`config.mk`:
```
export PLATFORM = sky130hd
export DESIGN_NAME = pipeline_ctrl
export DESIGN_NICKNAME = d
export VERILOG_FILES = /design/src/rtl/rv32_pkg.sv /design/src/rtl/pipe_perf_cnt.sv /design/src/rtl/pipeline_ctrl.sv
export SDC_FILE = /design/constraint.sdc
export NUM_CORES = 1
export LEC_CHECK = 0
export CORE_AREA = 3 3 40 42
export CTS_BUF_LIST = sky130_fd_sc_hd__clkbuf_16
export DETAILED_ROUTE_END_ITERATION = 6
export DIE_AREA = 0 0 43 45
export PLACE_DENSITY_LB_ADDON = 0.08
export SLEW_MARGIN = 10
export SYNTH_ARGS = -nofsm -noshare
export SYNTH_HDL_FRONTEND = slang
export SYNTH_HIERARCHICAL = 1
export SYNTH_SLANG_ARGS = --single-unit
export TNS_END_PERCENT = 20
```
`constraint.sdc`:
```
create_clock -name clk -period 1.6 [get_ports clk]
set_clock_uncertainty 0.05 [all_clocks]
set_input_delay 0.4 -clock clk [delete_from_list [all_inputs] [get_ports clk]]
set_output_delay 0.4 -clock clk [all_outputs]
set_load 0.01 [all_outputs]
```
`src/rtl/rv32_pkg.sv`:
```
// Shared types for the rv32 pipeline control slice.
// State encoding, redirect source constants, per-stage flag bundle.
package rv32;

    typedef enum logic [1:0] {
        RUN        = 2'd0,
        MEM_WAIT   = 2'd1,
        TRAP_FLUSH = 2'd2,
        HALT       = 2'd3
    } pipe_ctrl_state_t;

    localparam logic REDIR_BRANCH = 1'b0;
    localparam logic REDIR_TRAP   = 1'b1;

    typedef struct packed {
        logic if_id;
        logic id_ex;
        logic ex_mem;
        logic mem_wb;
    } stage_vec_t;

endpackage

```
`src/rtl/pipe_perf_cnt.sv`:
```
// Wrapping 32-bit pipeline performance counters.
// Built only when PIPELINE_CTRL_PERF_EN is defined.
module pipe_perf_cnt (
    input  logic        clk,
    input  logic        rst,
    input  logic        pc_stall,
    input  logic        redirect,
    input  logic        halted,
    output logic [31:0] perf_stall_cycles,
    output logic [31:0] perf_flush_count,
    output logic [31:0] perf_halt_cycles
);

    always_ff @(posedge clk) begin
        if (rst) begin
            perf_stall_cycles <= '0;
            perf_flush_count  <= '0;
            perf_halt_cycles  <= '0;
        end else begin
            perf_stall_cycles <= perf_stall_cycles + 32'(pc_stall);
            perf_flush_count  <= perf_flush_count + 32'(redirect);
            perf_halt_cycles  <= perf_halt_cycles + 32'(halted);
        end
    end

endmodule

```
`src/rtl/pipeline_ctrl.sv`:
```
// Hazard/flush controller for the 5-stage rv32 pipeline.
// Optional counters: define PIPELINE_CTRL_PERF_EN.
module pipeline_ctrl
    import rv32::*;
(
    input  logic        clk,
    input  logic        rst,
    input  logic        if_busy,
    input  logic        load_use,
    input  logic        branch_taken,
    input  logic        trap,
    input  logic        mem_busy,
    input  logic        wfi,
    input  logic        irq_pending,
    output logic        pc_stall,
    output logic        if_id_stall,
    output logic        id_ex_stall,
    output logic        ex_mem_stall,
    output logic        mem_wb_stall,
    output logic        if_id_squash,
    output logic        id_ex_squash,
    output logic        ex_mem_squash,
    output logic        mem_wb_squash,
    output logic        redirect,
    output logic        redirect_sel
`ifdef PIPELINE_CTRL_PERF_EN
    ,
    output logic [31:0] perf_stall_cycles,
    output logic [31:0] perf_flush_count,
    output logic [31:0] perf_halt_cycles
`endif
);

    pipe_ctrl_state_t state_q, state_d;
    stage_vec_t       st, sq;

    always_ff @(posedge clk) begin
        if (rst) state_q <= RUN;
        else     state_q <= state_d;
    end

    always_comb begin
        state_d      = state_q;
        st           = '0;
        sq           = '0;
        pc_stall     = 1'b0;
        redirect     = 1'b0;
        redirect_sel = REDIR_BRANCH;
        if (rst) begin
            sq      = '1;
            state_d = RUN;
        end else if (mem_busy) begin
            // EX is frozen, so its events are simply re-seen later
            pc_stall  = 1'b1;
            st.if_id  = 1'b1;
            st.id_ex  = 1'b1;
            st.ex_mem = 1'b1;
            sq.mem_wb = 1'b1;
            sq.if_id  = (state_q == TRAP_FLUSH);
            state_d   = MEM_WAIT;
        end else begin
            unique case (state_q)
                TRAP_FLUSH: begin
                    sq.if_id = 1'b1;
                    state_d  = RUN;
                end
                HALT: begin
                    if (irq_pending) begin
                        state_d = RUN;
                    end else begin
                        pc_stall  = 1'b1;
                        st.if_id  = 1'b1;
                        st.id_ex  = 1'b1;
                        sq.ex_mem = 1'b1;
                    end
                end
                default: begin
                    state_d = RUN;
                    priority case (1'b1)
                        trap: begin
                            redirect     = 1'b1;
                            redirect_sel = REDIR_TRAP;
                            sq.if_id     = 1'b1;
                            sq.id_ex     = 1'b1;
                            sq.ex_mem    = 1'b1;
                            state_d      = TRAP_FLUSH;
                        end
                        branch_taken: begin
                            redirect = 1'b1;
                            sq.if_id = 1'b1;
                            sq.id_ex = 1'b1;
                        end
                        (wfi && !irq_pending): begin
                            pc_stall  = 1'b1;
                            st.if_id  = 1'b1;
                            st.id_ex  = 1'b1;
                            sq.ex_mem = 1'b1;
                            state_d   = HALT;
                        end
                        load_use: begin
                            pc_stall = 1'b1;
                            st.if_id = 1'b1;
                            sq.id_ex = 1'b1;
                        end
                        if_busy: begin
                            pc_stall = 1'b1;
                            sq.if_id = 1'b1;
                        end
                        default: ;
                    endcase
                end
            endcase
        end
    end

    assign if_id_stall   = st.if_id  & ~sq.if_id;
    assign id_ex_stall   = st.id_ex  & ~sq.id_ex;
    assign ex_mem_stall  = st.ex_mem & ~sq.ex_mem;
    assign mem_wb_stall  = st.mem_wb & ~sq.mem_wb;
    assign if_id_squash  = sq.if_id;
    assign id_ex_squash  = sq.id_ex;
    assign ex_mem_squash = sq.ex_mem;
    assign mem_wb_squash = sq.mem_wb;

`ifdef PIPELINE_CTRL_PERF_EN
    pipe_perf_cnt u_perf (
        .clk               (clk),
        .rst               (rst),
        .pc_stall          (pc_stall),
        .redirect          (redirect),
        .halted            (state_q == HALT),
        .perf_stall_cycles (perf_stall_cycles),
        .perf_flush_count  (perf_flush_count),
        .perf_halt_cycles  (perf_halt_cycles)
    );
`endif

endmodule

```
; Word level (Yosys, flattened, before mapping)
; Index checks and enable logic that the tools add are counted.
[word_totals]
input_bits = 9
output_inout_bits = 11
reg_bits = 2
[op_classes]
eq_ne = 4
mux = 50
n_reduce_logical = 4
bitwise_logic = 6
[op_table]
columns = cell, count
row1 = $mux 1, 36
row2 = $mux 2, 7
row3 = $pmux 2 s2, 2
row4 = $pmux 1 s2, 3
row5 = $eq 2x2->1 const B, 2
row6 = $mux 4, 1
row7 = $reduce_or 2->1, 2
row8 = $and 1x1->1, 3
row9 = $mux 3, 1
row10 = $ne 3x3->1 const B, 1
row11 = $not 1->1, 3
row12 = $ne 2x2->1 const B, 1
row13 = $logic_and 1x1->1, 1
row14 = $logic_not 1->1, 1

; Longest topological paths before layout
[logic_depth]
ltp_word = 10
depth_mapped = 4
mapped_depth_nobuf = 3

; Worst setup path after synthesis
; OpenSTA, ideal clock, no wires.
[synth_path]
path_type = input-to-output
from = in rst
to = out if_id_squash
stages = 4
t_arrival_ns = 0.992
required_ns = 1.150
path_buffers = 1
slack_ns = 0.158
path_cell_list = buf_2 -> nor2_1 -> o311ai_1 -> and2_1
[synth_between]
elab_chain_cells = 1
[synth_lines]
columns = element, line
row1 = start: declaration, pipeline_ctrl.sv:7  ; input logic rst,
row2 = $mux 4, pipeline_ctrl.sv:49  ; if (rst) begin
row3 = end: declaration, pipeline_ctrl.sv:20  ; output logic if_id_squash,
; No other way between the ends.

; Worst setup path in the final report
[layout_path]
from = reg state_q[1]
to = out ex_mem_squash
[layout_between]
elab_chain_cells = 4
word_cells_on_any_way = 5
[layout_lines]
columns = element, line
row1 = start: declaration, pipeline_ctrl.sv:34  ; pipe_ctrl_state_t state_q, state_d;
row2 = start signal: assignment, pipeline_ctrl.sv:39  ; else state_q <= state_d;
row3 = $eq 2x2->1, pipeline_ctrl.sv:62  ; unique case (state_q)
row4 = $pmux 1 s2 (*), pipeline_ctrl.sv:62
row5 = $mux 2 (*), pipeline_ctrl.sv:52  ; end else if (mem_busy) begin
row6 = $mux 4 (*), pipeline_ctrl.sv:49
row7 = end: declaration, pipeline_ctrl.sv:22  ; output logic ex_mem_squash,
; Every way passes the cells marked *; elsewhere a longest branch is shown, timed or not.

==> impl_metrics.json <==
{
  "drt_wl_total_um": 928,
  "synth_area_leaders": "dfxtp_1 16%, nor2_1 9.2%, inv_1 7.7%",
  "p_sw_uw": 113,
  "dpl_cell_area_um2": 507,
  "status": "finished, violations left",
  "cts_buffers": 3,
  "clock-sinks": 2,
  "dieArea_mm2": 0.00194,
  "pwr-share-clk_pct": 67.8,
  "yosysWarnings": 6,
  "drt_iter0_drc": 3,
  "htreeDepth": 1,
  "holdCritPathClass": "input port to flop",
  "boundaryPins": 20,
  "synth_top_family_by_area": "simple AND/OR/NAND/NOR gates",
  "viasPerCell": 4.49,
  "regToRegSetupSlack_ns": 0.28,
  "grt_max_degree": 7,
  "path_max_fanout": 4,
  "cp-startpoint": "state_q[1]$_SDFFE_PP0N_",
  "clk_pin_slew_ns": 0.03,
  "ant_nets": 0,
  "synth_compound_area_share_pct": 31.1,
  "grt.overflow.total": 0,
  "diodes": 0,
  "finalCriticalPeriod_ns": 1.69,
  "top_regs": "state_q (2)",
  "fin_nets": 80,
  "tritoncts": "built",
  "first_pass_iters": 2,
  "rsz0062_at_grt": "true",
  "layout_setup_ws_ns": -0.0923,
  "cp-start-kind": "flop",
  "drcViolationCount": 0,
  "gp_congestion": 0.790,
  "ctsRootBufferMaster": "clkbuf_16",
  "muxShareOfSynthArea_pct": 4.59,
  "antenna_found_initial": 0,
  "syn_area_per_cell_um2": 6.63,
  "synth_area_um2": 245,
  "multi_input_area_um2": 215,
  "die_height_um": 45,
  "dp_hpwl_um": 680,
  "leakage_uw": 0.000290,
  "ys_ff_latch": 2,
  "start_util_pct": 19.1,
  "fin_crit_sh_pct": 106,
  "chipWidth_um": 43,
  "cp.required_ns": 1.15,
  "yosys.area.top_type_share_pct": 16.3,
  "share_seq_of_total_power_pct": 10.1,
  "final_common_cell": "buf_2",
  "largest_reg_flops": 2,
  "grt_pass1_vias": 344,
  "core_mm2": 0.00128,
  "rows": 13,
  "netlist_instances": 37,
  "synth_fa_ha_area_share_pct": 0,
  "hold_viol": 0,
  "reg2reg_from": "state_q[1]$_SDFFE_PP0N_",
  "setup_tns_ns": -0.248,
  "syn_to_final_growth_pct": 138,
  "reg2reg_to": "state_q[1]$_SDFFE_PP0N_",
  "slew_viol_final": 0,
  "final_cell_mix": "14 x buf_2, 11 x buf_4, 5 x inv_1, 3 x o21ai_1, 3 x clkbuf_16",
  "syn_nets": 46,
  "n_fill_cell": 132,
  "synthXorXnorAreaFrac_pct": 0,
  "pwr-share-comb_pct": 22.2,
  "fin_util_pct": 45.5,
  "powerDensity_mw_per_mm2": 936,
  "preCtsSetupSlack_ns": -0.835,
  "crit_type": "flop to output port",
  "end_kind": "output port",
  "synth_area_leader_cell": "dfxtp_1",
  "p_int_uw": 434,
  "final_cell_area_um2": 584,
  "cp.arrival_ns": 1.24,
  "ir_worst_vdd_uv": 885,
  "register_area_um2": 43.8,
  "post_synth_num_cell_types": 22,
  "synth_simple_gate_area_share_pct": 33.7,
  "drive_gt1_share_pct": 59.4,
  "fmax_mhz": 591,
  "track_usage_pct": 9.31,
  "portBuffers": 18,
  "cts_buffer_depth": 2,
  "routedWlPerCell_um": 11.0,
  "ys_seq_area_share_pct": 16.3,
  "violations": "setup timing",
  "p_sw_share_pct": 20.7,
  "rr_worst_depth": 6,
  "grt_pass1_wl_um": 1350,
  "cts_hold_buf": 0,
  "setup_violations": 5,
  "cp-endpoint": "ex_mem_squash",
  "maxCapViolations": 0,
  "vias": 377,
  "regMostFlops": "state_q",
  "clk_latency_ns": 0.22
}
-- per-layer routing --
metal  wire length [um]  track usage [%]  vias up
li1                   -                -      192
met1                392             11.3      170
met2                445             14.7       15
met3                 91             5.18        0
met4                  0             1.81        0
met5                  0                0        -
-- cell type report --
class | count | area share (%)
tap | 15 | 3.21
sequential | 2 | 7.49
clock buffer | 3 | 12.8
inverter | 5 | 3.21
multi-input combinational | 28 | 36.8
timing repair buffer | 31 | 36.4
-- timing repair --
action                     4_1_cts  5_1_grt
gates resized for setup         72        5
setup endpoints to repair       10        8
pin swaps                        9        6
buffers inserted                 1        2
-- worst min-delay path by stage --
| stage | startpoint | to | slack, ns | depth (start not counted) |
|---|---|---|---|---|
| 2_1_floorplan | trap | state_q[1]$_SDFFE_PP0N_ | 0.51 | 2 |
| 3_3_place_gp | state_q[1]$_SDFFE_PP0N_ | state_q[0]$_SDFFE_PP0P_ | 0.71 | 4 |
| 3_5_place_dp | state_q[1]$_SDFFE_PP0N_ | state_q[0]$_SDFFE_PP0P_ | 0.72 | 4 |
| 4_1_cts | rst | state_q[0]$_SDFFE_PP0P_ | 0.52 | 3 |
| 5_1_grt | rst | state_q[0]$_SDFFE_PP0P_ | 0.55 | 3 |
| 6_report | rst | state_q[0]$_SDFFE_PP0P_ | 0.52 | 3 |
-- metrics by stage --
step,power [uW],cells,hold WS (ns)
after floorplan,102,37,0.513
after global placement,179,78,0.706
after detailed placement,180,78,0.719
after CTS,549,82,0.520
after global routing,571,84,0.549
final,547,84,0.520
-- logic make-up (layout without fill, tap and decap cells) --
logic type / count (synthesis) / in the layout
compound gates: 11 / 11
buf+inv: 7 / 39
flops: 2 / 2
mux: 1 / 1
other cells: 1 / 1
simple gates: 15 / 15
-- worst max-delay path: stages, from the launching register on --
cell	delay (ns)
dfxtp_4	0.35
and3b_2	0.23
a221oi_2	0.22
o21ai_1	0.09
buf_2	0.14
-- power groups by stage --
| stage | logic, uW | clock network, uW | registers, uW |
|---|---|---|---|
| after floorplan | 46.0 | 0 | 56.1 |
| after global placement | 123 | 0 | 55.9 |
| after detailed placement | 124 | 0 | 55.8 |
| after CTS | 115 | 379 | 55.1 |
| after global routing | 132 | 383 | 55.6 |
| final | 121 | 370 | 55.1 |
-- synth_stat cells, drive strengths merged --
| cell | n |
|---|---|
| nor2 | 6 |
| inv | 5 |
| a21oi | 3 |
| o21ai | 3 |
| buf | 2 |
| dfxtp | 2 |
| nand2 | 2 |
| nor2b | 2 |
| a21o | 1 |
| a221oi | 1 |
| and2 | 1 |
| and3 | 1 |
| and3b | 1 |
| conb | 1 |
| mux2 | 1 |
| nor3 | 1 |
| nor4 | 1 |
| o211ai | 1 |
| o311ai | 1 |
| o31ai | 1 |
Note: power is estimated with default switching activity, not from simulation.
